[src/rtl/sprite_arb_pkg.sv]
// Shared types and defaults for the sprite ROM arbiter.
package sprite_arb_pkg;

    localparam int ADDR_W_DEF = 10;
    localparam int DATA_W_DEF = 4;
    localparam int MAX_REQ    = 8;
    localparam int ID_W       = $clog2(MAX_REQ);

    // One slot of the in-flight tag pipeline: which requester owns the ROM
    // word currently travelling through the ROM.
    typedef struct packed {
        logic            valid;
        logic [ID_W-1:0] id;
    } tag_t;

endpackage

[src/rtl/sprite_rom_arbiter_if.sv]
// Requester / ROM side bus of the sprite ROM arbiter.
interface sprite_rom_arbiter_if
    import sprite_arb_pkg::*;
#(
    parameter int NUM_REQ = 4,
    parameter int ADDR_W  = ADDR_W_DEF,
    parameter int DATA_W  = DATA_W_DEF
);
    localparam int RSP_ID_W = $clog2(NUM_REQ);

    logic [NUM_REQ-1:0]        req;
    logic [NUM_REQ*ADDR_W-1:0] req_addr;
    logic [NUM_REQ-1:0]        grant;
    logic [ADDR_W-1:0]         rom_address;
    logic                      rom_en;
    logic [DATA_W-1:0]         rom_q;
    logic [NUM_REQ-1:0]        rsp_valid;
    logic [DATA_W-1:0]         rsp_data;
    logic [RSP_ID_W-1:0]       rsp_id;
    logic                      busy;

    // Renderers and the shared ROM.
    modport master (
        output req, req_addr, rom_q,
        input  grant, rom_address, rom_en, rsp_valid, rsp_data, rsp_id, busy
    );

    // The arbiter.
    modport slave (
        input  req, req_addr, rom_q,
        output grant, rom_address, rom_en, rsp_valid, rsp_data, rsp_id, busy
    );

endinterface

[src/rtl/rr_picker.sv]
// Combinational round-robin picker: first asserted request at or after ptr,
// searching upward and wrapping NUM_REQ-1 -> 0.
module rr_picker #(
    parameter int NUM_REQ = 4,
    localparam int PTR_W  = $clog2(NUM_REQ)
) (
    input  logic [NUM_REQ-1:0] req,
    input  logic [PTR_W-1:0]   ptr,
    output logic [NUM_REQ-1:0] grant,
    output logic [PTR_W-1:0]   idx,
    output logic               any
);

    int cand;

    // Scan from the pointer and keep the first hit only.
    always_comb begin
        // NOTE: every output gets a default before the loop so no path leaves
        // one unassigned, which would otherwise infer a latch.
        grant = '0;
        idx   = '0;
        any   = 1'b0;
        cand  = 0;
        for (int i = 0; i < NUM_REQ; i++) begin
            cand = int'(ptr) + i;
            if (cand >= NUM_REQ) begin
                cand = cand - NUM_REQ;
            end
            if (!any && req[cand]) begin
                any         = 1'b1;
                grant[cand] = 1'b1;
                idx         = PTR_W'(cand);
            end
        end
    end

endmodule

[src/rtl/sprite_rom_arbiter.sv]
// Shares one synchronous sprite ROM between NUM_REQ renderers: one grant per
// cycle, registered ROM address, responses tagged back to the winner
// ROM_LAT+2 cycles after the grant.
module sprite_rom_arbiter
    import sprite_arb_pkg::*;
#(
    parameter int NUM_REQ = 4,
    parameter int ADDR_W  = ADDR_W_DEF,
    parameter int DATA_W  = DATA_W_DEF,
    parameter int ROM_LAT = 1,
    parameter int PRIO0   = 0
) (
    input  logic                 vga_clk,
    input  logic                 reset,
    sprite_rom_arbiter_if.slave  bus
);

    localparam int PTR_W = $clog2(NUM_REQ);

    logic [NUM_REQ-1:0] rr_grant;
    logic [PTR_W-1:0]   rr_idx;
    logic               rr_any;

    logic [NUM_REQ-1:0] grant_vec;
    logic [PTR_W-1:0]   win_idx;
    logic               win_any;
    logic [PTR_W-1:0]   ptr;
    logic [PTR_W-1:0]   ptr_next;

    logic [ADDR_W-1:0]  rom_addr_q;
    logic               rom_en_q;

    tag_t [ROM_LAT:0]   tag_pipe;
    tag_t               out_tag;

    logic [NUM_REQ-1:0] rsp_valid_q;
    logic [DATA_W-1:0]  rsp_data_q;
    logic [PTR_W-1:0]   rsp_id_q;
    logic               busy_c;

    rr_picker #(.NUM_REQ(NUM_REQ)) u_picker (
        .req   (bus.req),
        .ptr   (ptr),
        .grant (rr_grant),
        .idx   (rr_idx),
        .any   (rr_any)
    );

    // Final winner (requester 0 pre-empts the rotation when PRIO0 is set)
    // and the pointer value that follows it.
    always_comb begin
        grant_vec = rr_grant;
        win_idx   = rr_idx;
        win_any   = rr_any;
        if (PRIO0 != 0 && bus.req[0]) begin
            grant_vec = NUM_REQ'(1);
            win_idx   = '0;
            win_any   = 1'b1;
        end
        ptr_next = ptr;
        if (win_any) begin
            ptr_next = (win_idx == PTR_W'(NUM_REQ - 1)) ? '0 : win_idx + PTR_W'(1);
        end
    end

    // Pointer and registered ROM address; the address holds when idle.
    always_ff @(posedge vga_clk or posedge reset) begin
        // NOTE: state is updated with non-blocking assignments so every
        // register samples the values from before this edge.
        if (reset) begin
            ptr        <= '0;
            rom_addr_q <= '0;
            rom_en_q   <= 1'b0;
        end else begin
            ptr      <= ptr_next;
            rom_en_q <= win_any;
            if (win_any) begin
                rom_addr_q <= bus.req_addr[int'(win_idx)*ADDR_W +: ADDR_W];
            end
        end
    end

    // Tag shift register tracking which requester owns each ROM read in flight.
    always_ff @(posedge vga_clk or posedge reset) begin
        // NOTE: the whole pipeline is reset, not just the datapath around it;
        // stale valid bits would otherwise produce responses after reset.
        if (reset) begin
            tag_pipe <= '0;
        end else begin
            tag_pipe[0] <= '{valid: win_any, id: ID_W'(win_idx)};
            for (int k = 1; k <= ROM_LAT; k++) begin
                tag_pipe[k] <= tag_pipe[k-1];
            end
        end
    end

    assign out_tag = tag_pipe[ROM_LAT];

    // Response register: captures rom_q on the cycle it is valid; data and id
    // hold their last values between responses.
    always_ff @(posedge vga_clk or posedge reset) begin
        if (reset) begin
            rsp_valid_q <= '0;
            rsp_data_q  <= '0;
            rsp_id_q    <= '0;
        end else begin
            rsp_valid_q <= out_tag.valid ? (NUM_REQ'(1) << out_tag.id) : '0;
            if (out_tag.valid) begin
                rsp_id_q   <= PTR_W'(out_tag.id);
                rsp_data_q <= bus.rom_q;
            end
        end
    end

    // Busy while any tag slot still carries a granted request.
    always_comb begin
        busy_c = 1'b0;
        for (int k = 0; k <= ROM_LAT; k++) begin
            busy_c = busy_c | tag_pipe[k].valid;
        end
    end

    assign bus.grant       = grant_vec;
    assign bus.rom_address = rom_addr_q;
    assign bus.rom_en      = rom_en_q;
    assign bus.rsp_valid   = rsp_valid_q;
    assign bus.rsp_data    = rsp_data_q;
    assign bus.rsp_id      = rsp_id_q;
    assign bus.busy        = busy_c;

endmodule
[src/flat_wrapper.sv]
// flat-port wrapper written by rule: the top's interface ports become plain ports
module sprite_rom_arbiter_flat import sprite_arb_pkg::*;
#(
    parameter int NUM_REQ = 4,
    parameter int ADDR_W  = ADDR_W_DEF,
    parameter int DATA_W  = DATA_W_DEF,
    parameter int ROM_LAT = 1,
    parameter int PRIO0   = 0
)
  (vga_clk, reset, bus_req, bus_req_addr, bus_rom_q, bus_grant, bus_rom_address, bus_rom_en, bus_rsp_valid, bus_rsp_data, bus_rsp_id, bus_busy);
  sprite_rom_arbiter_if #(.NUM_REQ(NUM_REQ), .ADDR_W(ADDR_W), .DATA_W(DATA_W)) bus_i ();
  input  logic vga_clk;
  input  logic reset;
  input wire logic [$bits(bus_i.req)-1:0] bus_req;
  input wire logic [$bits(bus_i.req_addr)-1:0] bus_req_addr;
  input wire logic [$bits(bus_i.rom_q)-1:0] bus_rom_q;
  output wire logic [$bits(bus_i.grant)-1:0] bus_grant;
  output wire logic [$bits(bus_i.rom_address)-1:0] bus_rom_address;
  output wire logic [$bits(bus_i.rom_en)-1:0] bus_rom_en;
  output wire logic [$bits(bus_i.rsp_valid)-1:0] bus_rsp_valid;
  output wire logic [$bits(bus_i.rsp_data)-1:0] bus_rsp_data;
  output wire logic [$bits(bus_i.rsp_id)-1:0] bus_rsp_id;
  output wire logic [$bits(bus_i.busy)-1:0] bus_busy;
  assign bus_i.req = bus_req;
  assign bus_i.req_addr = bus_req_addr;
  assign bus_i.rom_q = bus_rom_q;
  assign bus_grant = bus_i.grant;
  assign bus_rom_address = bus_i.rom_address;
  assign bus_rom_en = bus_i.rom_en;
  assign bus_rsp_valid = bus_i.rsp_valid;
  assign bus_rsp_data = bus_i.rsp_data;
  assign bus_rsp_id = bus_i.rsp_id;
  assign bus_busy = bus_i.busy;
  sprite_rom_arbiter #(.NUM_REQ(NUM_REQ), .ADDR_W(ADDR_W), .DATA_W(DATA_W), .ROM_LAT(ROM_LAT), .PRIO0(PRIO0)) u_core (.vga_clk(vga_clk), .reset(reset), .bus(bus_i));
endmodule
[config.mk]
export PLATFORM = sky130hd
export DESIGN_NAME = sprite_rom_arbiter_flat
export DESIGN_NICKNAME = d
export VERILOG_FILES = /design/src/rtl/sprite_arb_pkg.sv /design/src/rtl/sprite_rom_arbiter_if.sv /design/src/rtl/rr_picker.sv /design/src/rtl/sprite_rom_arbiter.sv /design/src/flat_wrapper.sv
export SDC_FILE = /design/constraint.sdc
export NUM_CORES = 1
export LEC_CHECK = 0
export ABC_AREA = 1
export CAP_MARGIN = 20
export CORE_ASPECT_RATIO = 2
export CORE_MARGIN = 5
export CORE_UTILIZATION = 35
export CTS_CLUSTER_SIZE = 12
export DETAILED_ROUTE_END_ITERATION = 16
export GPL_TIMING_DRIVEN = 0
export PLACE_DENSITY = 0.73
export SLEW_MARGIN = 30
export SYNTH_ARGS = -nofsm -noshare
export SYNTH_HDL_FRONTEND = slang
export SYNTH_HIERARCHICAL = 1
export SYNTH_SLANG_ARGS = --single-unit
[constraint.sdc]
create_clock -name vga_clk -period 2.9 [get_ports vga_clk]
set_clock_uncertainty 0.1 [all_clocks]
set_input_delay 0.29 -clock vga_clk [delete_from_list [all_inputs] [get_ports vga_clk]]
set_output_delay 0.29 -clock vga_clk [all_outputs]
set_load 0.01 [all_outputs]
-- Word level (Yosys, flattened, before mapping)
Index checks and enable logic that the tools add are counted.
Widths: inputs -> output; s select.
- bitwise gates (word level): 4
- add/sub/neg operators: 8
- eq/ne operators: 1
- reduce and logical (&&, ||, !) cells: 10
- magnitude comparators: 12
- multiply operators: 1
- shifts and indexed selects: 2
- mux-type cells: 38
- operators by type and width (kind ; count):
    $ge 32x1->1 const B ; 4
    $lt 32x4->1 const B ; 4
    $mux 32 ; 4
    $shiftx 40x32->10 ; 1
    $mux 4 ; 5
    $mux 1 ; 16
    $or 4x4->4 ; 3
    $sub 3x3->4 const B ; 3
    $mux 2 ; 5
    $ge 3x3->1 const B ; 3
    $bmux 1 s2 ; 4
    $demux 1 s2 ; 4
    $logic_and 1x1->1 ; 7
    $add 2x2->3 const B ; 2
    $mul 2x3->5 const B ; 1
    $shl 1x2->4 const A ; 1
    $sub 2x3->4 const B ; 1
    $add 2x1->3 const B ; 1
    $ge 2x3->1 const B ; 1
    $logic_not 1->1 ; 3
    $add 2x1->2 const B ; 1
    $eq 2x2->1 const B ; 1
    $or 1x1->1 ; 1
- input bits: 50
- logic and storage cells: 85
- register bits: 28

-- Depth between registers and ports, before layout
- depth in word-level cells: 17
- depth in mapped cells: 16

-- Cells and area by module
Netlist, hierarchy kept.
- by module, submodules not included (module ; area an instance (µm²) ; cells an instance ; times used):
    sprite_rom_arbiter ; 1456.4 ; 211 ; 1
    rr_picker ; 460.4 ; 77 ; 1

-- Least setup slack after synthesis
No wires, ideal clock.
- path kind: register -> register
- start: reg u_core.ptr[0]
- end: reg u_core.rom_addr_q[8], in the netlist u_core/bus.rom_address[8]
- required time: 2683 ps
- cell stages (with the launch flop): 15
- slack: 507 ps
- arrival: 2176 ps
- setup time: 117 ps
- buffers on the path: 1
- clock period less this slack: 2393 ps
- cells stage by stage: dfrtp_1 -> inv_2 -> ha_1 -> inv_1 -> nand3_1 -> nand2_1 -> nor2_1 -> a21oi_1 -> nand3_1 -> buf_4 -> nand2_1 -> nand3_1 -> nand2_1 -> nand2_1 -> nand2_1
- longest elaborated chain between the ends: 17
- RTL lines (element ; line ; RTL):
    start, declared ; sprite_rom_arbiter.sv:27 ; logic [PTR_W-1:0] ptr;
    start signal, assigned ; sprite_rom_arbiter.sv:75 ; ptr <= ptr_next;
    branches (longest 14 deep; another with $sub 3x3->4) ; - ;
    $mux 2 * ; rr_picker.sv:29 ; if (!any && req[cand]) begin
    named net u_core.rr_idx[0] ; sprite_rom_arbiter.sv:21 ; logic [PTR_W-1:0] rr_idx;
    $mul 2x3->5 * ; sprite_rom_arbiter.sv:78 ; rom_addr_q <= bus.req_addr[int'(win_idx)*ADDR_W +: ADDR_W];
    $shiftx 40x32->10 * ; sprite_rom_arbiter.sv:78 ;
    end signal, assigned ; sprite_rom_arbiter.sv:78 ;
    end, declared ; sprite_rom_arbiter.sv:30 ; logic [ADDR_W-1:0] rom_addr_q;
Mark *: on every way through the listed nets, which the timed path passes. The select of a mux whose other input is x is not followed.
A chain may end at the register's enable or synchronous reset.

-- Worst setup path after layout
- start: reg u_core.ptr[1]
- end: out bus_grant[3]
- longest elaborated chain between the ends: 15
- RTL lines (element ; line ; RTL):
    branches (longest 14 deep; another with $ge 32x1->1) ; - ;
    $mux 4 * ; rr_picker.sv:29 ;
    end, declared ; flat_wrapper.sv:17 ; output wire logic [$bits(bus_i.grant)-1:0] bus_grant;
Mark *: on every way between the ends. The select of a mux whose other input is x is not followed.

==> PnR_summary.wiki <==
{| class="wikitable"
! Metric !! Value
|-
| Clock transition at the registers of the reported paths || 0.09 ns
|-
| TritonCTS clock tree || done
|-
| Adder-cell share of the synthesized area || 5.875%
|-
| H-Tree Level Count || 1
|-
| Min Clock Period, post-route || 2.765 ns
|-
| Outcome || complete, no violations
|-
| First-pass GRT wire length || 8735 um
|-
| Startpoint type of the worst setup path || flip-flop
|-
| Largest vdd supply drop || 0.001126 V
|-
| Height of the die || 114.7 um
|-
| P_leak || 1.563 nW
|-
| DRC viols || 0
|-
| Total vias in the final route || 2031
|-
| Period utilization || 95.36%
|-
| Clock Latency Late Sink || 0.27 ns
|-
| Number of maximum-capacitance violations || 0
|-
| Post-synthesis share of cell area spent on xor and xnor gates || 0%
|-
| RSZ-0062 raised after global routing || false
|-
| HPWL after detailed placement || 4225 um
|-
| CP arrival || 2.38 ns
|-
| Signed area change from the synthesized netlist to the final layout || 49.54%
|-
| Worst path required time || 2.51 ns
|-
| Post-route cell area || 0.002867 mm^2
|-
| Core Box Area || 0.005373 mm^2
|-
| Class of the most critical hold timing path || flip-flop to flip-flop
|-
| Hold Vio Cnt, Final || 0
|-
| Commonest cells after routing, fill and taps aside || nand2_1 (114), clkdlybuf4s50_1 (73), inv_1 (51)
|-
| Drt initial violations || 93
|-
| Nature of the critical path endpoint || output port
|-
| Post-detailed-placement cell area || 0.002743 mm^2
|-
| Final routed wire length divided by cell count || 11.97 um
|-
| Total congestion overflow after global routing || 0
|-
| Port Buffer Count || 75
|-
| Highest achievable clock rate || 361.6 MHz
|-
| Distinct cell type count after synthesis || 22
|-
| Synthesis-stage register bit count || 28
|-
| Portion of the post-synthesis area used by sequential elements || 36.55%
|-
| Initial core utilization || 35.68%
|-
| Cell Pwr Density || 1324 mW/mm^2
|-
| Count of final max-slew check failures || 0
|-
| Clock sink count || 28
|-
| Number of antenna repair diodes || 0
|-
| Area fraction of the dominant cell type after synthesis || 36.55%
|-
| Post-layout net count || 432
|-
| Most common cell after layout, fill and taps aside || nand2_1
|-
| Warnings from Yosys || 6
|-
| Cell types with the largest area share after synthesis || dfrtp_1 (37%), nand2_1 (22%), inv_1 (10%)
|-
| Largest area contributor in the netlist || dfrtp_1
|-
| Mapped Avg Cell Area || 6.656 um^2
|-
| Mapped cell area || 0.001917 mm^2
|-
| Routed wire length || 5173 um
|-
| Fraction of the mapped netlist area in compound gates || 4.047%
|-
| Critical path start-end classification || flip-flop to output port
|-
| Post-DR vias/cell || 4.701
|-
| Site row count || 38
|-
| Antenna-violating nets left || 0
|-
| I/O Pins || 76
|-
| Proportion of synthesized area in mux cells || 0%
|-
| Rel. slew slack || 63.12%
|-
| Total Routing Usage GR || 14.76%
|-
| TNS Setup || 0 ns
|-
| Root buf cell || clkbuf_8
|-
| Router iterations before antenna repair || 6
|-
| Synthesized Nets || 347
|-
| Routability cong. || 0.8204
|-
| Slew at the pin closest to its max-slew limit || 0.5525 ns
|-
| Die W || 62.33 um
|-
| Number of global-route vias before repair || 1999
|-
| Cells after synthesis || 288
|-
| Synthesized-area fraction occupied by and/or/nand/nor cells || 39.10%
|-
| Number of CTS-inserted buffers || 3
|-
| Dominant combinational cell family by area after synthesis || simple AND/OR/NAND/NOR gates
|-
| Total die area || 0.007147 mm^2
|-
| Maximum fanout encountered on the critical timing path || 10
|-
| Bufs on Longest Clock Path || 2
|-
| Largest net degree at the start of global routing || 29
|-
| Initial antenna violation count || 0
|-
| Layout cell share with drive strength beyond 1 || 9.409%
|-
| Final setup violation count || 0
|}
==> state kept, by name (all words and copies together) (netlist names) <==
name and cells:
u_core/bus.rsp_valid 4, u_core/bus.rsp_data 4, u_core/bus.rom_address 10, u_core/tag_pipe 3, u_core/out_tag 3, u_core/ptr 2
u_core/bus.rsp_id 2
==> cell type report <==
| cell class | count | area, um^2 |
|---|---|---|
| tap | 60 | 75.07 |
| fill | 556 | 2506 |
| inverter | 57 | 217.7 |
| clock buffer | 4 | 55.05 |
| multi-input combinational | 195 | 959.7 |
| sequential | 28 | 703.2 |
| timing repair buffer | 80 | 793.3 |
| buffer | 8 | 62.56 |
==> synth_stat cells <==
cell type    n
a21boi_0     4
clkbuf_1     1
nor2_1       6
buf_6        3
a21oi_1      7
ha_1         9
nand2_2      6
dfrtp_1     28
inv_1       53
buf_4        2
nor2_4       1
nand2_1    114
o31ai_1      1
buf_2        2
nand3_1     34
nand3_2      2
nand4_1      7
or2_2        1
clkinv_1     1
inv_2        3
nor3_1       2
o21ai_0      1
==> report_power, final <==
group | internal (W) | total [W] | switching (W)
Clock | 0.000121 | 0.000234 | 0.000112
Sequential | 0.000614 | 0.000737 | 0.000122
Combinational | 0.00119 | 0.00282 | 0.00163
Total | 0.00193 | 0.00379 | 0.00187
==> worst paths after layout <==
path | slack (ns) | depth (start not counted) | startpoint | endpoint
worst min register to register | 0.26 | 0 | u_core/tag_pipe[1] | u_core/out_tag[1]
worst max-delay path | 0.13 | 10 | u_core/ptr[1] | bus_grant[3]
worst min-delay path | 0.26 | 0 | u_core/tag_pipe[1] | u_core/out_tag[1]
max in group asynchronous | 2.02 | 2 | reset | u_core/ptr[0]
worst max register to register | 0.40 | 15 | u_core/ptr[1] | u_core/bus.rom_address[4]
min in group asynchronous | 0.29 | 2 | reset | u_core/tag_pipe[1]
==> per-stage QoR <==
stage | util (%) | total power (W) | hold slack [ns] | std cells | setup slack, ns
3_3_place_gp | 51.05 | 0.003379 | 0.2321 | 423 | 0.01937
6_report | 53.35 | 0.003795 | 0.2584 | 432 | 0.1347
5_1_grt | 53.35 | 0.004196 | 0.2689 | 432 | 0.006282
2_1_floorplan | - | 0.002530 | 0.2312 | 288 | 0.5072
3_5_place_dp | 51.05 | 0.003467 | 0.2371 | 423 | -0.06362
4_1_cts | 52.75 | 0.003772 | 0.2588 | 429 | 0.02895
==> metal layers <==
layer	global-route usage [%]	routed length [um]	vias up
li1	-	-	1044
met1	15.65	1909	907
met2	28.39	2876	68
met3	0.4912	202	12
met4	8.215	184	0
met5	0	0	-
==> worst max-delay path, stage by stage, from the launching register on <==
cell and delay (ns):
dfrtp_2 0.46, clkinvlp_4 0.14, ha_4 0.30, inv_1 0.07
nand2_1 0.07, nand2_1 0.08, nor2_4 0.13, buf_6 0.15
nand4_1 0.08, nand3_1 0.09, clkdlybuf4s50_1 0.53
==> logic make-up after synthesis <==
logic type | after synthesis
AO/OA/AOI/OAI | 13
adder cells (fa/ha/maj) | 9
buffers and inverters | 65
flip-flops | 28
AND/OR/NAND/NOR | 173
==> what timing repair did <==
action                     4_1_cts  5_1_grt
buffers inserted                 2        3
resized for setup                5        3
hold buffers                     0        0
setup endpoints to repair       14        4
Note: power is estimated with default switching activity, not from simulation.
